[config.mk]
export PLATFORM = sky130hd
export DESIGN_NAME = wb_sram_bank_ctrl
export DESIGN_NICKNAME = d
export VERILOG_FILES = /design/src/rtl/wb_sram_bank_ctrl.sv
export SDC_FILE = /design/constraint.sdc
export NUM_CORES = 1
export LEC_CHECK = 0
export CORE_AREA = 5 5 149 151
export DETAILED_ROUTE_END_ITERATION = 8
export DIE_AREA = 0 0 154 156
export PLACE_DENSITY_LB_ADDON = 0.15
export SLEW_MARGIN = 20
export SYNTH_ARGS = -nofsm -noshare
export SYNTH_HDL_FRONTEND = slang
export SYNTH_SLANG_ARGS = --single-unit
[constraint.sdc]
create_clock -name wb_clk_i -period 2.6 [get_ports wb_clk_i]
set_input_delay 0.52 -clock wb_clk_i [delete_from_list [all_inputs] [get_ports wb_clk_i]]
set_output_delay 0.52 -clock wb_clk_i [all_outputs]
set_load 0.02 [all_outputs]
[src/rtl/wb_sram_bank_ctrl.sv]
`default_nettype none
// +--------------------------------------------------------------------------+
// | Module   : wb_sram_bank_ctrl                                             |
// | Purpose  : Wishbone slave mapping an address window onto NUM_BANKS       |
// |            sky130 1rw1r SRAM macros. Port 0 serves Wishbone read/write   |
// |            with byte masks; port 1 serves an optional pipelined          |
// |            read-only client.                                             |
// | Options  : SRAM_PORT1_EN - when defined, the port-1 read client is built;|
// |            otherwise port-1 outputs are tied off and no flops exist.     |
// | Revision : 1.0 - initial release                                         |
// +--------------------------------------------------------------------------+
module wb_sram_bank_ctrl #(
  parameter int unsigned NUM_BANKS = 2,
  parameter int unsigned ADDR_W    = 9,
  parameter int unsigned DATA_W    = 32,
  parameter logic [31:0] BASE_ADDR = 32'h3000_0000
) (
  input  logic                          wb_clk_i,
  input  logic                          wb_rst_i,
  input  logic                          wbs_cyc_i,
  input  logic                          wbs_stb_i,
  input  logic                          wbs_we_i,
  input  logic [3:0]                    wbs_sel_i,
  input  logic [31:0]                   wbs_adr_i,
  input  logic [31:0]                   wbs_dat_i,
  output logic                          wbs_ack_o,
  output logic [31:0]                   wbs_dat_o,
  output logic [NUM_BANKS-1:0]          sram_csb0_o,
  output logic [NUM_BANKS-1:0]          sram_web0_o,
  output logic [4*NUM_BANKS-1:0]        sram_wmask0_o,
  output logic [ADDR_W*NUM_BANKS-1:0]   sram_addr0_o,
  output logic [DATA_W*NUM_BANKS-1:0]   sram_din0_o,
  input  logic [DATA_W*NUM_BANKS-1:0]   sram_dout0_i,
  output logic [NUM_BANKS-1:0]          sram_csb1_o,
  output logic [ADDR_W*NUM_BANKS-1:0]   sram_addr1_o,
  input  logic [DATA_W*NUM_BANKS-1:0]   sram_dout1_i,
  input  logic                          rd_req_i,
  input  logic [ADDR_W+2:0]             rd_addr_i,
  output logic                          rd_ready_o,
  output logic                          rd_valid_o,
  output logic [31:0]                   rd_data_o
);

  // Elaboration-time parameter sanity checks
  if (DATA_W != 32) begin : g_chk_data_w
    $error("wb_sram_bank_ctrl: DATA_W must be 32");
  end
  if (NUM_BANKS < 1 || NUM_BANKS > 8) begin : g_chk_num_banks
    $error("wb_sram_bank_ctrl: NUM_BANKS must be in 1..8");
  end

  // Window bounds computed in 34 bits so the top of the window cannot wrap
  localparam logic [33:0] c_WIN_LO    = {2'b00, BASE_ADDR};
  localparam logic [33:0] c_WIN_HI    = c_WIN_LO + (34'(NUM_BANKS) << (ADDR_W + 2));
  localparam logic [3:0]  c_NUM_BANKS = 4'(NUM_BANKS);

  typedef enum logic [1:0] {
    ST_IDLE   = 2'd0,
    ST_ACCESS = 2'd1,
    ST_WAIT   = 2'd2,
    ST_ACK    = 2'd3
  } state_t;

  state_t              state_q, state_d;
  logic                we_q;
  logic [3:0]          sel_q;
  logic [ADDR_W-1:0]   row_q;
  logic [2:0]          bank_q;
  logic [31:0]         data_q;
  logic                hit_q;    // captured address maps to a real bank
  logic                abort_q;  // master dropped cyc; finish access silently
  logic [31:0]         dat_q;

  logic [33:0]         w_adr_ext;
  logic [2:0]          w_wb_bank;
  logic [ADDR_W-1:0]   w_wb_row;
  logic                w_wb_hit;
  logic [31:0]         w_rdata0;

  assign w_adr_ext = {2'b00, wbs_adr_i};
  assign w_wb_row  = wbs_adr_i[ADDR_W+1:2];
  assign w_wb_bank = wbs_adr_i[ADDR_W+4:ADDR_W+2];
  assign w_wb_hit  = (w_adr_ext >= c_WIN_LO) && (w_adr_ext < c_WIN_HI) &&
                     ({1'b0, w_wb_bank} < c_NUM_BANKS);
  assign wbs_dat_o = dat_q;

  // Select the port-0 read word of the captured bank
  always_comb begin
    w_rdata0 = '0;
    for (int b = 0; b < NUM_BANKS; b++) begin
      if (bank_q == b[2:0]) w_rdata0 = sram_dout0_i[b*DATA_W +: DATA_W];
    end
  end

  // Port-0 state register, request capture and read-data capture
  always_ff @(posedge wb_clk_i) begin
    if (wb_rst_i) begin
      state_q <= ST_IDLE;
      we_q    <= 1'b0;
      sel_q   <= '0;
      row_q   <= '0;
      bank_q  <= '0;
      data_q  <= '0;
      hit_q   <= 1'b0;
      abort_q <= 1'b0;
      dat_q   <= '0;
    end else begin
      state_q <= state_d;
      if (state_q == ST_IDLE && wbs_cyc_i && wbs_stb_i) begin
        we_q    <= wbs_we_i;
        sel_q   <= wbs_sel_i;
        row_q   <= w_wb_row;
        bank_q  <= w_wb_bank;
        data_q  <= wbs_dat_i;
        hit_q   <= w_wb_hit;
        abort_q <= 1'b0;
      end
      if ((state_q == ST_ACCESS || state_q == ST_WAIT) && !wbs_cyc_i) begin
        abort_q <= 1'b1;
      end
      if (state_q == ST_WAIT) begin
        dat_q <= hit_q ? w_rdata0 : '0;
      end
    end
  end

  // Port-0 next state and macro/ack outputs; strobe only during ACCESS
  always_comb begin
    state_d       = state_q;
    sram_csb0_o   = '1;
    sram_web0_o   = '1;
    sram_wmask0_o = '0;
    sram_addr0_o  = '0;
    sram_din0_o   = '0;
    wbs_ack_o     = 1'b0;
    case (state_q)
      ST_IDLE: begin
        if (wbs_cyc_i && wbs_stb_i) state_d = ST_ACCESS;
      end
      ST_ACCESS: begin
        for (int b = 0; b < NUM_BANKS; b++) begin
          if (hit_q && bank_q == b[2:0]) begin
            sram_csb0_o[b]                  = 1'b0;
            sram_web0_o[b]                  = ~we_q;
            sram_addr0_o[b*ADDR_W +: ADDR_W] = row_q;
            if (we_q) begin
              sram_wmask0_o[b*4 +: 4]         = sel_q;
              sram_din0_o[b*DATA_W +: DATA_W] = data_q;
            end
          end
        end
        state_d = we_q ? ST_ACK : ST_WAIT;
      end
      ST_WAIT: begin
        state_d = ST_ACK;
      end
      ST_ACK: begin
        wbs_ack_o = ~abort_q;
        state_d   = ST_IDLE;
      end
      default: begin
        state_d = ST_IDLE;
      end
    endcase
  end

`ifdef SRAM_PORT1_EN
  logic              p1_vld_q, p1_ok_q;
  logic [2:0]        p1_bank_q;
  logic [ADDR_W-1:0] p1_row_q;
  logic              rv_vld_q, rv_ok_q;
  logic [2:0]        rv_bank_q;
  logic [2:0]        w_rd_bank;
  logic [ADDR_W-1:0] w_rd_row;

  assign w_rd_bank  = rd_addr_i[ADDR_W+2:ADDR_W];
  assign w_rd_row   = rd_addr_i[ADDR_W-1:0];
  // Hold off a read that would hit the row port 0 is writing this cycle
  assign rd_ready_o = ~(state_q == ST_ACCESS && we_q && hit_q &&
                        bank_q == w_rd_bank && row_q == w_rd_row);
  assign rd_valid_o = rv_vld_q;

  // Two-stage port-1 pipeline: strobe stage then data-return stage
  always_ff @(posedge wb_clk_i) begin
    if (wb_rst_i) begin
      p1_vld_q  <= 1'b0;
      p1_ok_q   <= 1'b0;
      p1_bank_q <= '0;
      p1_row_q  <= '0;
      rv_vld_q  <= 1'b0;
      rv_ok_q   <= 1'b0;
      rv_bank_q <= '0;
    end else begin
      p1_vld_q <= rd_req_i && rd_ready_o;
      if (rd_req_i && rd_ready_o) begin
        p1_bank_q <= w_rd_bank;
        p1_row_q  <= w_rd_row;
        p1_ok_q   <= ({1'b0, w_rd_bank} < c_NUM_BANKS);
      end
      rv_vld_q  <= p1_vld_q;
      rv_ok_q   <= p1_ok_q;
      rv_bank_q <= p1_bank_q;
    end
  end

  // Port-1 macro strobes and returned-data mux
  always_comb begin
    sram_csb1_o  = '1;
    sram_addr1_o = '0;
    rd_data_o    = '0;
    for (int b = 0; b < NUM_BANKS; b++) begin
      if (p1_vld_q && p1_ok_q && p1_bank_q == b[2:0]) begin
        sram_csb1_o[b]                   = 1'b0;
        sram_addr1_o[b*ADDR_W +: ADDR_W] = p1_row_q;
      end
      if (rv_vld_q && rv_ok_q && rv_bank_q == b[2:0]) begin
        rd_data_o = sram_dout1_i[b*DATA_W +: DATA_W];
      end
    end
  end
`else
  logic unused_p1;

  assign sram_csb1_o  = '1;
  assign sram_addr1_o = '0;
  assign rd_ready_o   = 1'b0;
  assign rd_valid_o   = 1'b0;
  assign rd_data_o    = '0;
  assign unused_p1    = ^{rd_req_i, rd_addr_i, sram_dout1_i};
`endif

endmodule
`default_nettype wire

==> results.py, run 1 <==
metrics = {
    "drt": {
        "wirelength_mm": 17.0,
        "dr.pass1.iters": 4,
        "viasPerCell": 4.05,
        "final_antenna_net_count": 0,
        "num_vias": 4414,
        "drcViolationCount": 0,
        "drtIter0Drc": 155,
        "wire_per_inst_um": 15.6,
    },
    "layout": {
        "multi_input_area_mm2": 0.00225,
        "finish.instance_area_mm2": 0.00730,
        "fillers": 2230,
        "layout.nets": 1029,
        "diodes": 0,
        "seqCellArea_mm2": 0.00170,
        "layout_commonest_cell": "clkdlybuf4s50_1",
        "final_cells": 1090,
        "area_delta_synth_final_pct": 70.0,
        "final_cell_mix": "166 x clkdlybuf4s50_1, 132 x nand2_1, 84 x dfxtp_1, 82 x and2_1, 54 x conb_1",
        "layout-drive-gt1-share": 0.133,
    },
    "placed_design": {
        "placed_cells": 1071,
        "pre_cts_slack_ns": -0.221,
        "postPlaceCellArea_mm2": 0.00708,
        "gp_congestion": 0.755,
        "hpwl_mm": 12.3,
        "port_buffers": 261,
    },
    "sta": {
        "final_max_slew_viol_count": 0,
        "rsz0062_at_grt": "false",
        "worst_slew_pin_slew_ns": 0.652,
        "finalHoldViolCount": 0,
        "fmax_mhz": 403,
        "setup_ws_ns": 0.119,
        "finalSetupViolCount": 0,
        "finalCritPeriodShare": 0.954,
        "min_period_ns": 2.48,
        "max-slew-margin-rel": 0.561,
        "finalSetupTns_ns": 0,
        "skew_ns": 0.00632,
    },
    "synth": {
        "syn_area_mm2": 0.00429,
        "ys_ff_latch": 85,
        "postSynthCellCount": 555,
        "avgSynthCellArea_um2": 7.73,
        "seq_area_frac_synth": 0.396,
        "ys_types": 32,
        "synth_warnings": 0,
    },
    "clocking": {
        "htreeDepth": 3,
        "worstSkewPairLatency_ns": 0.34,
        "cts_tree": "yes",
        "clk_pin_slew_ns": 0.07,
        "cts_buffers": 9,
        "cts_sinks": 85,
        "clk_path_buf_depth": 2,
        "root_buffer": "clkbuf_16",
    },
    "critical_path": {
        "worstPathCellList": "inv_2, ha_4, nor4bb_4, and3_4, buf_12, and2_1, clkdlybuf4s15_1",
        "worstPathRequired_ns": 2.08,
        "r2r-end": "data_q[0]",
        "rrSetupSlack_ns": 1.01,
        "worstSetupEndpoint": "sram_din0_o[60]",
        "critPathMaxFanout": 22,
        "cp.depth": 7,
        "path_buf_inv": 3,
        "critical_path_class": "reg -> out",
        "crit_start": "state_q[1]",
        "slowest_stage": "dfxtp_1",
        "max_stage_delay_ns": 0.32,
        "reg2reg_from": "state_q[0]",
        "cp_top_family": "simple AND/OR/NAND/NOR gates",
        "arrival_ns": 1.96,
        "reg2regPathDepth": 7,
        "worstSetupEndpointType": "output port",
        "cp-start-kind": "flop",
    },
    "floorplanning": {
        "die_area_mm2": 0.0240,
        "floorplan.initialDensity": 0.207,
        "die_w_um": 154,
        "die_h_um": 156,
        "core_region_area_mm2": 0.0207,
        "num_rows": 53,
        "pin_count": 395,
    },
    "power_and_ir_drop": {
        "p_leak_nw": 2.99,
        "ir_drop_uv": 349,
        "p_per_area_mw_per_mm2": 521,
    },
    "status": {
        "status": "complete, no violations",
    },
    "run": {
        "drv_cap": 0,
    },
    "global_routing": {
        "busiest_layer": "met2",
        "use_met1": 0.163,
        "track_usage": 0.133,
        "grt_overflow": 0,
        "antenna_found_initial": 1,
        "first_global_vias": 4277,
        "grt_pass1_wl_mm": 25.2,
        "grtUsageMet2": 0.225,
        "grt_max_degree": 50,
        "grtUsageMet3": 0.0460,
    },
    "worst_hold_path": {
        "hold_class": "reg -> reg",
    },
}
-- worst min-delay path by stage --
stage	from	endpoint	slack (ns)	depth (start not counted)
detailed placement	wbs_dat_o[23]	wbs_dat_o[23]	0.44	2
global route	wbs_dat_o[6]	wbs_dat_o[6]	0.47	2
global placement	wbs_dat_o[24]	wbs_dat_o[24]	0.44	2
finish	wbs_dat_o[28]	wbs_dat_o[28]	0.45	2
CTS	wbs_dat_o[11]	wbs_dat_o[11]	0.45	2
floorplan	data_q[0]	data_q[0]	0.44	2
-- cells by family (layout without fill, tap and decap cells) --
logic type / count (synthesis) / after routing / synth area share
AOI/OAI and AO/OA: 119 / 119 / 0.161
adders and majority gates: 5 / 5 / 0.0146
buffers and inverters: 98 / 306 / 0.140
DFF: 85 / 85 / 0.396
muxes: 1 / 1 / 0.00233
other: 2 / 54 / 0.00175
and+or+nand+nor: 245 / 245 / 0.284
-- final cells by class --
type | count | area share
inverter | 6 | 0.00309
clock buffer | 9 | 0.0309
timing repair buffer | 284 | 0.367
multi-input combinational | 424 | 0.309
tap | 275 | 0.0472
sequential | 85 | 0.233
clock inverter | 7 | 0.0101
-- metal layers --
metal,part of all wire,vias up
met2,0.49,165
met4,0.012,2
met1,0.43,2016
li1,-,2218
met3,0.073,13
met5,0.00041,-
-- report_power, final --
part / internal [mW] / switching, mW / leakage, nW / total (mW)
registers: 1.41 / 0.0769 / 0.690 / 1.49
logic: 0.451 / 0.541 / 2.15 / 0.992
clock network: 0.750 / 0.570 / 0.146 / 1.32
total: 2.61 / 1.19 / 2.99 / 3.80
-- flip-flops by register name (all words and copies together), names as in the netlist --
signal     flops
we_q           1
wbs_dat_o     32
bank_q         3
state_q        2
hit_q          1
row_q          9
abort_q        1
data_q        32
sel_q          4
-- what timing repair did --
action | in CTS | in global routing
gates resized for setup | 216 | 33
endpoints found under the setup margin | 94 | 76
hold buffers | 0 | 0
pin swaps | 2 | 1
setup buffers | 2 | 1
gates cloned | 1 | 0
-- synthesized netlist by cell type --
master,count,area [um2]
a22oi_1,32,240
or4_1,1,7.51
dfxtp_1,85,1700
nand3b_1,1,7.51
nor3b_4,1,18.8
nor2_1,5,18.8
nor3b_2,1,12.5
buf_1,1,3.75
nand4bb_1,1,11.3
a21oi_1,50,250
nor4bb_1,1,10.0
a21bo_2,1,10.0
a211oi_1,1,7.51
nor4_1,3,18.8
conb_1,2,7.51
nand2_1,132,495
o21ai_1,30,150
buf_4,58,435
and3_1,11,68.8
buf_2,14,70.1
o21ai_0,3,15.0
clkbuf_1,19,71.3
o41ai_1,1,8.76
nor3_1,1,5.00
nand3_1,1,5.00
inv_1,6,22.5
and2_1,82,513
ha_1,5,62.6
mux2i_1,1,10.0
a221oi_1,1,8.76
nor2b_1,3,18.8
nand4_1,1,6.26
-- metrics by stage --
| step | total power [mW] | util | hold WS [ns] |
|---|---|---|---|
| detailed placement | 2.50 | 0.342 | 0.441 |
| global route | 4.06 | 0.353 | 0.467 |
| global placement | 2.49 | 0.342 | 0.436 |
| CTS | 3.89 | 0.356 | 0.450 |
| floorplan | 2.10 | - | 0.440 |
| finish | 3.80 | 0.353 | 0.445 |
-- worst reg2reg max path: cells and delay by family (launching register included) --
family | cells | cell delay [ns]
AO/OA/AOI/OAI | 1 | 0.12
adder cells (fa/ha/maj) | 1 | 0.22
flip-flops | 1 | 0.34
buffers and inverters | 3 | 0.51
AND/OR/NAND/NOR | 2 | 0.34
Power figures use the tool's default switching activity.
==> run 2: changes to the inputs <==
--- a/config.mk
+++ b/config.mk
@@ -6,10 +6,11 @@
 export NUM_CORES = 1
 export LEC_CHECK = 0
 export CORE_AREA = 5 5 149 151
+export CTS_CLUSTER_DIAMETER = 60
 export DETAILED_ROUTE_END_ITERATION = 8
 export DIE_AREA = 0 0 154 156
 export PLACE_DENSITY_LB_ADDON = 0.15
-export SLEW_MARGIN = 20
+export SLEW_MARGIN = 10
 export SYNTH_ARGS = -nofsm -noshare
 export SYNTH_HDL_FRONTEND = slang
 export SYNTH_SLANG_ARGS = --single-unit
==> results of run 2 <==
Final layout, timing and power as in run 1 (identical DEF).
==> run 3: changes to the inputs <==
--- a/config.mk
+++ b/config.mk
@@ -9,7 +9,7 @@
 export CTS_CLUSTER_DIAMETER = 60
 export DETAILED_ROUTE_END_ITERATION = 8
 export DIE_AREA = 0 0 154 156
-export PLACE_DENSITY_LB_ADDON = 0.15
+export PLACE_DENSITY = 0.63
 export SLEW_MARGIN = 10
 export SYNTH_ARGS = -nofsm -noshare
 export SYNTH_HDL_FRONTEND = slang
==> results.py, run 3 (synthesis results as in run 1) <==
metrics = {
    "layout": {
        "layout.nets": 1029,
        "diodes": 0,
        "seqCellArea_mm2": 0.00170,
        "final_cell_mix": "167 x clkdlybuf4s50_1, 132 x nand2_1, 85 x dfxtp_1, 82 x and2_1, 54 x conb_1",
        "fillers": 2201,
        "multi_input_area_mm2": 0.00225,
        "layout-drive-gt1-share": 0.142,
        "layout_commonest_cell": "clkdlybuf4s50_1",
        "final_util": 0.352,
        "finish.instance_area_mm2": 0.00727,
        "area_delta_synth_final_pct": 69.5,
    },
    "clocking": {
        "cts_hold_buf": 0,
        "root_buffer": "clkbuf_16",
        "cts_sinks": 85,
        "cts_tree": "yes",
        "clk_path_buf_depth": 2,
        "clk_pin_slew_ns": 0.06,
        "worstSkewPairLatency_ns": 0.34,
        "htreeDepth": 3,
        "cts_buffers": 9,
    },
    "sta": {
        "finalCritPeriodShare": 0.956,
        "finalSetupViolCount": 0,
        "finalHoldViolCount": 0,
        "rsz0062_at_grt": "false",
        "finalSetupTns_ns": 0,
        "final_max_slew_viol_count": 0,
        "skew_ns": 0.00559,
        "worst_hold_slack_ns": 0.445,
        "min_period_ns": 2.49,
        "fmax_mhz": 402,
    },
    "floorplanning": {
        "die_w_um": 154,
        "die_h_um": 156,
        "core_region_area_mm2": 0.0207,
        "floorplan.initialDensity": 0.207,
        "num_rows": 53,
        "die_area_mm2": 0.0240,
        "pin_count": 395,
    },
    "critical_path": {
        "reg2reg_from": "state_q[0]",
        "worstSetupEndpointType": "output port",
        "worstPathCellList": "ha_4, nand4bb_4, nor3b_4, buf_4, clkbuf_16, and2_1, clkbuf_2",
        "worstPathRequired_ns": 2.08,
        "slowest_stage": "dfxtp_1",
        "cp-start-kind": "flop",
        "critical_path_class": "reg -> out",
        "arrival_ns": 1.97,
        "critPathMaxFanout": 18,
        "max_stage_delay_ns": 0.38,
        "crit_start": "state_q[0]",
    },
    "placed_design": {
        "port_buffers": 261,
        "gp_congestion": 0.751,
        "hpwl_mm": 12.0,
        "postPlaceCellArea_mm2": 0.00706,
    },
    "power_and_ir_drop": {
        "ir_drop_uv": 276,
        "p_leak_nw": 3.02,
        "p_per_area_mw_per_mm2": 532,
    },
    "worst_hold_path": {
        "hold_class": "reg -> reg",
        "hold_start": "wbs_dat_o[31]",
    },
    "run": {
        "drv_cap": 0,
    },
    "drt": {
        "wire_per_inst_um": 15.3,
        "num_vias": 4387,
        "final_antenna_net_count": 0,
        "drtIter0Drc": 181,
        "viasPerCell": 4.02,
        "dr.pass1.iters": 4,
        "drcViolationCount": 0,
        "wirelength_mm": 16.7,
    },
    "global_routing": {
        "first_global_vias": 4299,
        "track_usage": 0.128,
        "grt_max_degree": 50,
        "antenna_found_initial": 1,
        "grt_pass1_wl_mm": 24.5,
        "grt_overflow": 0,
    },
    "status": {
        "status": "complete, no violations",
    },
}
[run 3: cell types whose count changed in the layout (fill, tap and decap cells not counted), sizes merged]
| cell | delta |
|---|---|
| clkdlybuf4s15 | -16 |
| clkbuf | +13 |
| dlygate4sd2 | +4 |
| buf | -1 |
| bufinv | +1 |
| clkdlybuf4s50 | +1 |
| dlymetal6s2s | -1 |
| inv | -1 |
[run 3: worst paths after layout]
check | to | slack, ns | depth (start not counted)
worst max-delay path | sram_din0_o[16] | 0.11 | 7
worst max register to register | data_q[3] | 0.93 | 7
worst min register to register | wbs_dat_o[31] | 0.44 | 2
worst min-delay path | wbs_dat_o[31] | 0.44 | 2
[run 3: power breakdown]
part	switching [mW]	internal, mW	leakage, nW
clock network	0.554	0.847	0.156
registers	0.0773	1.41	0.690
logic	0.538	0.445	2.17
[run 3: stage by stage]
stage,instances,power [mW],worst slack (ns)
after floorplan,607,2.10,0.541
after global placement,1070,2.46,-0.0832
after detailed placement,1070,2.48,-0.106
after CTS,1088,3.93,0.000509
after global routing,1090,4.13,0.00122
final,1090,3.87,0.113
[run 3: routing by layer]
layer,up-vias,track usage,share of wire
li1,2227,-,-
met1,1969,0.151,0.41
met2,173,0.222,0.50
met3,16,0.0444,0.073
met4,2,0.0383,0.014
met5,-,0,0.00078
[run 3: cell type report]
type | count | area share
clock inverter | 7 | 0.0136
tap | 275 | 0.0473
inverter | 6 | 0.00310
clock buffer | 9 | 0.0310
timing repair buffer | 284 | 0.362
sequential | 85 | 0.234
multi-input combinational | 424 | 0.310
[run 3: repair_timing]
action / CTS / global route
gates resized for setup: 196 / 59
buffers inserted: 1 / 1
setup endpoints to repair: 93 / 78
endpoints found under the hold margin: 0 / 0
pin swaps: 2 / 2
cloned: 1 / 1
[run 3: critical path, delay by kind of cell (launching register included)]
| family | cells | cell delay [ns] |
|---|---|---|
| simple gates | 3 | 0.53 |
| flops | 1 | 0.38 |
| fa+ha+maj | 1 | 0.18 |
| buf+inv | 3 | 0.52 |
